File: config.mk
export PLATFORM = sky130hd
export DESIGN_NAME = pipe_hazard_ctrl
export DESIGN_NICKNAME = d
export VERILOG_FILES = /design/src/rtl/pipe_hazard_ctrl.sv
export SDC_FILE = /design/constraint.sdc
export NUM_CORES = 1
export LEC_CHECK = 0
export CORE_MARGIN = 2
export CORE_UTILIZATION = 51
export DETAILED_ROUTE_END_ITERATION = 6
export HOLD_SLACK_MARGIN = 0.08
export PLACE_DENSITY = 0.8
export SLEW_MARGIN = 20
export SYNTH_ARGS = -nofsm -noshare
export SYNTH_HDL_FRONTEND = slang
export SYNTH_SLANG_ARGS = --single-unit
export TNS_END_PERCENT = 100
File: constraint.sdc
create_clock -name clk -period 4.81 [get_ports clk]
set_input_delay 0.962 -clock clk [delete_from_list [all_inputs] [get_ports clk]]
set_output_delay 0.962 -clock clk [all_outputs]
set_load 0.1 [all_outputs]
File: src/rtl/pipe_hazard_ctrl.sv
// Pipeline hazard controller: RAW stall against an EX/MEM/WB write scoreboard plus branch flush.
// Optional HAZ_PERF_CNT_EN adds saturating stall/flush performance counters.
module pipe_hazard_ctrl #(
  parameter int unsigned CNT_W = 16
) (
  input  logic             clk,
  input  logic             rst_n,
  input  logic             id_valid,
  input  logic [4:0]       id_rs_addr,
  input  logic [4:0]       id_rt_addr,
  input  logic             id_uses_rs,
  input  logic             id_uses_rt,
  input  logic             id_wr_en,
  input  logic [4:0]       id_wr_addr,
  input  logic             ex_branch_taken,
  output logic             pc_en,
  output logic             ir_en,
  output logic             npc_en,
  output logic             id_bubble,
  output logic             if_flush,
  output logic [1:0]       hz_state
`ifdef HAZ_PERF_CNT_EN
  ,
  output logic [CNT_W-1:0] stall_cnt,
  output logic [CNT_W-1:0] flush_cnt
`endif
);

  localparam int unsigned AW = 5;

  localparam logic [1:0] ST_RUN   = 2'd0;
  localparam logic [1:0] ST_STALL = 2'd1;
  localparam logic [1:0] ST_FLUSH = 2'd2;

  logic [1:0]    state_q, state_d;
  logic          ex_wen_q, mem_wen_q, wb_wen_q;
  logic [AW-1:0] ex_waddr_q, mem_waddr_q, wb_waddr_q;
  logic          new_wen;
  logic [AW-1:0] new_waddr;
  logic          rs_hit, rt_hit, raw_hz;

  // Source matches a pending write in any of EX/MEM/WB; $0 never hazards.
  always_comb begin
    rs_hit = id_uses_rs && (id_rs_addr != '0) &&
             ((ex_wen_q  && (ex_waddr_q  == id_rs_addr)) ||
              (mem_wen_q && (mem_waddr_q == id_rs_addr)) ||
              (wb_wen_q  && (wb_waddr_q  == id_rs_addr)));
    rt_hit = id_uses_rt && (id_rt_addr != '0) &&
             ((ex_wen_q  && (ex_waddr_q  == id_rt_addr)) ||
              (mem_wen_q && (mem_waddr_q == id_rt_addr)) ||
              (wb_wen_q  && (wb_waddr_q  == id_rt_addr)));
    raw_hz = id_valid && (rs_hit || rt_hit);
  end

  // Next state and pipeline controls; branch beats RAW stall beats normal flow.
  always_comb begin
    state_d   = ST_RUN;
    pc_en     = 1'b1;
    ir_en     = 1'b1;
    npc_en    = 1'b1;
    id_bubble = 1'b0;
    if_flush  = 1'b0;
    case (state_q)
      ST_RUN, ST_STALL: begin
        if (ex_branch_taken) begin
          if_flush  = 1'b1;
          id_bubble = 1'b1;
          state_d   = ST_FLUSH;
        end else if (raw_hz) begin
          pc_en     = 1'b0;
          ir_en     = 1'b0;
          npc_en    = 1'b0;
          id_bubble = 1'b1;
          state_d   = ST_STALL;
        end
      end
      ST_FLUSH: begin
        if_flush  = 1'b1;
        id_bubble = 1'b1;
        if (ex_branch_taken) begin
          state_d = ST_FLUSH;
        end else if (raw_hz) begin
          state_d = ST_STALL;
        end
      end
      default: state_d = ST_RUN;
    endcase
    // Reset forces the RUN view of the controls without waiting for a clock.
    if (!rst_n) begin
      state_d   = ST_RUN;
      pc_en     = 1'b1;
      ir_en     = 1'b1;
      npc_en    = 1'b1;
      id_bubble = 1'b0;
      if_flush  = 1'b0;
    end
  end

  assign new_wen   = id_valid && id_wr_en && !id_bubble;
  assign new_waddr = id_bubble ? AW'(0) : id_wr_addr;
  assign hz_state  = state_q;

  // State register and write scoreboard shift.
  always_ff @(posedge clk or negedge rst_n) begin
    if (!rst_n) begin
      state_q     <= ST_RUN;
      ex_wen_q    <= 1'b0;
      mem_wen_q   <= 1'b0;
      wb_wen_q    <= 1'b0;
      ex_waddr_q  <= '0;
      mem_waddr_q <= '0;
      wb_waddr_q  <= '0;
    end else begin
      state_q     <= state_d;
      ex_wen_q    <= new_wen;
      ex_waddr_q  <= new_waddr;
      mem_wen_q   <= ex_wen_q;
      mem_waddr_q <= ex_waddr_q;
      wb_wen_q    <= mem_wen_q;
      wb_waddr_q  <= mem_waddr_q;
    end
  end

`ifdef HAZ_PERF_CNT_EN
  logic [CNT_W-1:0] stall_q, flush_q;
  logic             stall_inc;

  assign stall_inc = raw_hz && !ex_branch_taken;

  // Saturating event counters.
  always_ff @(posedge clk or negedge rst_n) begin
    if (!rst_n) begin
      stall_q <= '0;
      flush_q <= '0;
    end else begin
      if (stall_inc && (stall_q != '1)) begin
        stall_q <= stall_q + CNT_W'(1);
      end
      if (if_flush && (flush_q != '1)) begin
        flush_q <= flush_q + CNT_W'(1);
      end
    end
  end

  assign stall_cnt = stall_q;
  assign flush_cnt = flush_q;
`endif

endmodule

---- Word-level counts from Yosys, hierarchy flattened ----
Cells that the tools add are included.
cells by class
  reduce and logical (&&, ||, !) cells .... 24
  multiplexer cells ....................... 16
  equal/unequal tests ..................... 8
operator list
  kind                                                             count
  5-bit == test                                                    6
  1-bit logical AND                                                13
  1-bit 2-to-1 mux                                                 10
  5-bit nonzero test                                               2
  2-bit 2-to-1 mux                                                 3
  1-bit logical OR                                                 5
  5-bit 2-to-1 mux                                                 1
  1-bit one-hot mux with 2 select lines                            2
  3-bit OR reduction                                               1
  2-bit by 1-bit == test with 1-bit output, second input constant  1
  2-bit == test, second input constant                             1
  2-bit zero test                                                  1
  2-bit OR reduction                                               1
  1-bit zero test                                                  1
storage, ports and cells
  input port bits ......................... 22
  bits in registers ....................... 20
  logic and storage cells ................. 55
  output and inout bits ................... 7

---- Depth between registers and ports, before layout ----
  depth after elaboration ................. 13
  depth in mapped cells ................... 6
  mapped depth without buffers ............ 5

---- Worst setup path before layout ----
Ideal clock, no wire load.
  path kind ............................... input port to output port
  from .................................... input id_rs_addr[3]
  to ...................................... output npc_en
  path buffers ............................ 1
  cell stages on the path ................. 5
  setup slack ............................. 0.077 ns
  data required time ...................... 3.848 ns
  arrival time ............................ 3.771 ns
  path through ............................ or4_1 -> o21a_1 -> a21boi_0 -> o21ai_1 -> buf_4
between the ends
  longest elaborated chain between the ends .. 11
  elaborated cells on any way between the ends .. 17
  classes of those cells .................. eq/ne (3); mux (4); reduce/logical (10)
ends and longest elaborated chain
  what                                  RTL line  text
  from (decl)                           9         input logic [4:0] id_rs_addr,
  5-bit == test (on tied branches)      45, 46
  1-bit logical AND (on tied branches)  45, 46
  1-bit logical OR                      45        ((ex_wen_q && (ex_waddr_q == id_rs_addr)) ||
  1-bit logical OR                      46        (mem_wen_q && (mem_waddr_q == id_rs_addr)) ||
  1-bit logical AND (*)                 44        rs_hit = id_uses_rs && (id_rs_addr != '0) &&
  1-bit logical OR (*)                  52        raw_hz = id_valid && (rs_hit || rt_hit);
  1-bit logical AND (*)                 52
  1-bit 2-to-1 mux (*) (4 in a row)     --
  to (decl)                             18        output logic npc_en,
Every way passes the cells marked *; elsewhere a longest branch is shown, timed or not.

---- Worst setup path after layout ----
  from .................................... input id_rt_addr[0]
  to ...................................... output pc_en
between the ends
  longest elaborated chain between the ends .. 11
  elaborated cells on any way between the ends .. 17
  classes of those cells .................. eq/ne (3); mux (4); reduce/logical (10)
ends and longest elaborated chain
  what                                  RTL line  text
  from (decl)                           10        input logic [4:0] id_rt_addr,
  5-bit == test (on tied branches)      49, 50
  1-bit logical AND (on tied branches)  49, 50
  1-bit logical OR                      49        ((ex_wen_q && (ex_waddr_q == id_rt_addr)) ||
  1-bit logical OR                      50        (mem_wen_q && (mem_waddr_q == id_rt_addr)) ||
  1-bit logical AND (*)                 48        rt_hit = id_uses_rt && (id_rt_addr != '0) &&
  1-bit logical OR (*)                  52
  1-bit logical AND (*)                 52
  1-bit 2-to-1 mux (*)                  69        end else if (raw_hz) begin
  1-bit 2-to-1 mux (*)                  65        if (ex_branch_taken) begin
  1-bit 2-to-1 mux (*)                  63        case (state_q)
  1-bit 2-to-1 mux (*)                  89        if (!rst_n) begin
  to (decl)                             16        output logic pc_en,
Marks and branches as above.

==> metrics.txt <==
# TYPE chip_impl_metric gauge
chip_impl_metric{name="area_of_the_mapped_netlist",unit="sq mm"} 0.001109
chip_impl_metric{name="dr_wl_met3",unit="um"} 153
chip_impl_metric{name="synth_seq_cells",unit=""} 20
chip_impl_info{name="dominantRegCellSynth",value="sky130_fd_sc_hd__dfrtp_1"} 1
chip_impl_info{name="r2r_start",value="ex_waddr_q[3]$_DFF_PN0_"} 1
chip_impl_metric{name="die_height",unit="um"} 50.62
chip_impl_metric{name="track_usage",unit="%"} 23.95
chip_impl_metric{name="timing.critical_path.arrival",unit="ns"} 3.15
chip_impl_metric{name="die_area",unit="sq mm"} 0.002562
chip_impl_metric{name="num_rows",unit=""} 16
chip_impl_info{name="cts_tree",value="built"} 1
chip_impl_metric{name="cts_made_buffers",unit=""} 3
chip_impl_metric{name="place.gp.congestion",unit=""} 0.9271
chip_impl_metric{name="critPathMaxStageDelay",unit="ns"} 0.54
chip_impl_metric{name="r2r.worst_path.cells",unit=""} 5
chip_impl_metric{name="whs",unit="ns"} 0.4143
chip_impl_metric{name="drt-met1-wl",unit="um"} 1084
chip_impl_metric{name="place_worst_setup_slack",unit="ns"} 0.8164
chip_impl_metric{name="max-slew-margin-rel",unit="%"} 35.86
chip_impl_metric{name="timing.critical_path.depth",unit=""} 7
chip_impl_metric{name="final-instance-count-excl-fill",unit=""} 159
chip_impl_metric{name="drive_above_1_share",unit="%"} 10.61
chip_impl_metric{name="static-leakage-power",unit="nW"} 0.6475
chip_impl_metric{name="grt_pass1_wl",unit="um"} 4402
chip_impl_metric{name="synth_to_layout_area_growth",unit="%"} 32.05
chip_impl_metric{name="die_width",unit="um"} 50.62
chip_impl_metric{name="ys_types",unit=""} 28
chip_impl_metric{name="slew_viol_final",unit=""} 0
chip_impl_info{name="grt_setup_unrepaired",value="no"} 1
chip_impl_metric{name="place.port_buffers",unit=""} 28
chip_impl_metric{name="wl_met2",unit="um"} 1372
chip_impl_metric{name="netlist.area_leader.share",unit="%"} 45.15
chip_impl_metric{name="number_of_antenna_violations_at_the_first_check_in_global_routing",unit=""} 0
chip_impl_metric{name="io_pins",unit=""} 29
chip_impl_metric{name="fin_ws",unit="ns"} 0.7019
chip_impl_metric{name="route.detailed.vias_per_inst",unit=""} 5.610
chip_impl_metric{name="clk-insertion-delay-late",unit="ns"} 0.30
chip_impl_info{name="run_status",value="finished clean"} 1
chip_impl_metric{name="clock-skew-final",unit="ns"} 0.002152
chip_impl_info{name="slowest_stage",value="sky130_fd_sc_hd__clkdlybuf4s50_1"} 1
chip_impl_metric{name="setup_viol",unit=""} 0
chip_impl_info{name="synth_largest_area_cell",value="sky130_fd_sc_hd__dfrtp_1"} 1
chip_impl_metric{name="critical_path_data_required_time",unit="ns"} 3.85
chip_impl_metric{name="p_total",unit="W"} 0.0004143
chip_impl_metric{name="htree_num_levels",unit=""} 1
chip_impl_metric{name="tns",unit="ns"} 0
chip_impl_metric{name="yosysWarningCount",unit=""} 0
chip_impl_metric{name="routed_wl",unit="um"} 2644
chip_impl_metric{name="avgSynthCellArea",unit="sq um"} 10.87
chip_impl_metric{name="hold_buffers",unit=""} 0
chip_impl_metric{name="synth.net_count",unit=""} 124
chip_impl_metric{name="synth_edf_count",unit=""} 0
chip_impl_metric{name="design.core.area",unit="sq mm"} 0.002002
chip_impl_info{name="worst_hold_startpoint",value="ex_wen_q$_DFF_PN0_"} 1
chip_impl_metric{name="post_drt_wl_per_cell",unit="um"} 16.63
chip_impl_metric{name="drt-initial-drc-count",unit=""} 24
chip_impl_metric{name="post_cts.repair.setup_buffers",unit=""} 0
chip_impl_metric{name="placed_cells_incl_taps",unit=""} 155
chip_impl_info{name="cts_root_buf",value="sky130_fd_sc_hd__clkbuf_4"} 1
chip_impl_metric{name="final_nets",unit=""} 155
chip_impl_metric{name="syn_inst",unit=""} 102
chip_impl_metric{name="route.detailed.drc",unit=""} 0
chip_impl_metric{name="dp_hpwl",unit="um"} 2083
chip_impl_metric{name="powerDensity",unit="mW/mm^2"} 283.0
chip_impl_metric{name="grt_pass1_vias",unit=""} 932
chip_impl_metric{name="irDropWorstVdd",unit="mV"} 0.2107
chip_impl_metric{name="layout_worst_path_cycle_share",unit="%"} 85.41
chip_impl_metric{name="grt_start_max_net_pins",unit=""} 23
chip_impl_info{name="timing.critical_path.to_type",value="output port"} 1
chip_impl_metric{name="count_of_maximum_capacitance_violations",unit=""} 0
chip_impl_metric{name="tightest_slew",unit="ns"} 0.9591
chip_impl_metric{name="antenna_cells_inserted",unit=""} 0
chip_impl_metric{name="cts_resized",unit=""} 0
chip_impl_metric{name="async_flop_share",unit="%"} 100.0
chip_impl_info{name="most-common-layout-cells",value="sky130_fd_sc_hd__xor2_1 (24), sky130_fd_sc_hd__clkdlybuf4s50_1 (23), sky130_fd_sc_hd__dfrtp_1 (20), sky130_fd_sc_hd__nor4_1 (7)"} 1
chip_impl_info{name="netlist_top_cells_area",value="sky130_fd_sc_hd__dfrtp_1 (45%), sky130_fd_sc_hd__xor2_1 (19%), sky130_fd_sc_hd__xnor2_1 (4.7%)"} 1
chip_impl_metric{name="layout_min_cycle_time",unit="ns"} 4.108
chip_impl_metric{name="clk_transition_reported_paths",unit="ns"} 0.11
chip_impl_info{name="worstSetupStartpoint",value="id_rt_addr[0]"} 1
chip_impl_metric{name="buffering_stage_count_on_the_worst_path_with_inverters_included",unit=""} 2
chip_impl_metric{name="floorplan.initialDensity",unit="%"} 55.37
chip_impl_metric{name="final-hold-violation-count",unit=""} 0
chip_impl_info{name="min-delay-path-class",value="register to register"} 1
chip_impl_metric{name="cts.sinks",unit=""} 20
chip_impl_info{name="cp_cell_sequence",value="clkdlybuf4s50_1 -> xor2_1 -> nor4_1 -> nand3_1 -> a31oi_2 -> o21ai_1 -> buf_4"} 1
chip_impl_metric{name="grt_overflow",unit=""} 0
chip_impl_info{name="layout_commonest_cell",value="sky130_fd_sc_hd__xor2_1"} 1
chip_impl_metric{name="worst-path-max-fanout",unit=""} 8
chip_impl_info{name="critical_path.top_delay_family",value="buffers and inverters"} 1
chip_impl_info{name="maxUsedRoutingLayer",value="met4"} 1
chip_impl_info{name="start_kind",value="primary input"} 1
chip_impl_metric{name="detail-route-antenna-nets",unit=""} 0
chip_impl_metric{name="synth_sequential_area_ratio",unit="%"} 45.15
chip_impl_info{name="crit_path_end",value="pc_en"} 1
chip_impl_metric{name="regToRegSetupSlack",unit="ns"} 2.90
chip_impl_metric{name="route.vias.total",unit=""} 892
chip_impl_info{name="crit-reg2reg-capture",value="ex_waddr_q[2]$_DFF_PN0_"} 1
chip_impl_info{name="crit_type",value="primary input to output port"} 1
chip_impl_metric{name="cts_buffer_depth",unit=""} 2
chip_impl_metric{name="max_freq",unit="MHz"} 243.4
chip_impl_metric{name="detailedRoute.firstPassIterationCount",unit=""} 4
state kept, by name (all words and copies together) (netlist names):
name,count
mem_wen_q,1
mem_waddr_q,5
ex_waddr_q,5
hz_state,2
wb_wen_q,1
wb_waddr_q,5
ex_wen_q,1
synthesized netlist by cell type (all sizes together), types with 3 or more instances:
cell	number
and2	4
dfrtp	20
nor4	7
o21ai	3
a21boi	3
a211oi	5
nand3	3
nand2	4
xor2	24
buf	3
inv	6
xnor2	6
power by group:
part	internal (W)	total (W)	switching (W)	leakage [nW]
clock network	0.0000841	0.000136	0.0000523	0.0279
registers	0.000179	0.000191	0.0000120	0.251
logic	0.0000402	0.0000869	0.0000466	0.368
metrics by stage:
stage	area, sq um	utilization [%]
6_report	1464	73.13
3_3_place_gp	1411	70.50
2_1_floorplan	1109	-
3_5_place_dp	1411	70.50
4_1_cts	1464	73.13
5_1_grt	1464	73.13
cells by family after synthesis:
kind of cell | Yosys count | synth area share [%]
DFF | 20 | 45.15
xor gates and xnor gates | 30 | 23.70
AOI/OAI and AO/OA | 20 | 15.13
buffers and inverters | 9 | 3.724
and+or+nand+nor | 23 | 12.30
per-layer routing:
metal  up-vias  global-route usage (%)
met3         4                   3.274
li1        420                       -
met2        41                   44.52
met1       427                   27.41
met5         -                       0
met4         0                   9.459
area by class of cell:
cell class                 count  area (sq um)
sequential                    20         500.5
tap                           27         33.78
inverter                       6         22.52
fill                         154         538.0
clock inverter                 1         30.03
timing repair buffer          29         287.8
clock buffer                   3         22.52
multi-input combinational     73         566.8
worst min-delay path by stage:
| stage | to | cells after the start | slack [ns] |
|---|---|---|---|
| after floorplan | mem_wen_q$_DFF_PN0_ | 0 | 0.37 |
| after global placement | mem_wen_q$_DFF_PN0_ | 0 | 0.39 |
| after detailed placement | mem_wen_q$_DFF_PN0_ | 0 | 0.40 |
| after CTS | mem_wen_q$_DFF_PN0_ | 0 | 0.42 |
| after global routing | mem_wen_q$_DFF_PN0_ | 0 | 0.43 |
| final | mem_wen_q$_DFF_PN0_ | 0 | 0.41 |
(Power assumes the default switching activity.)
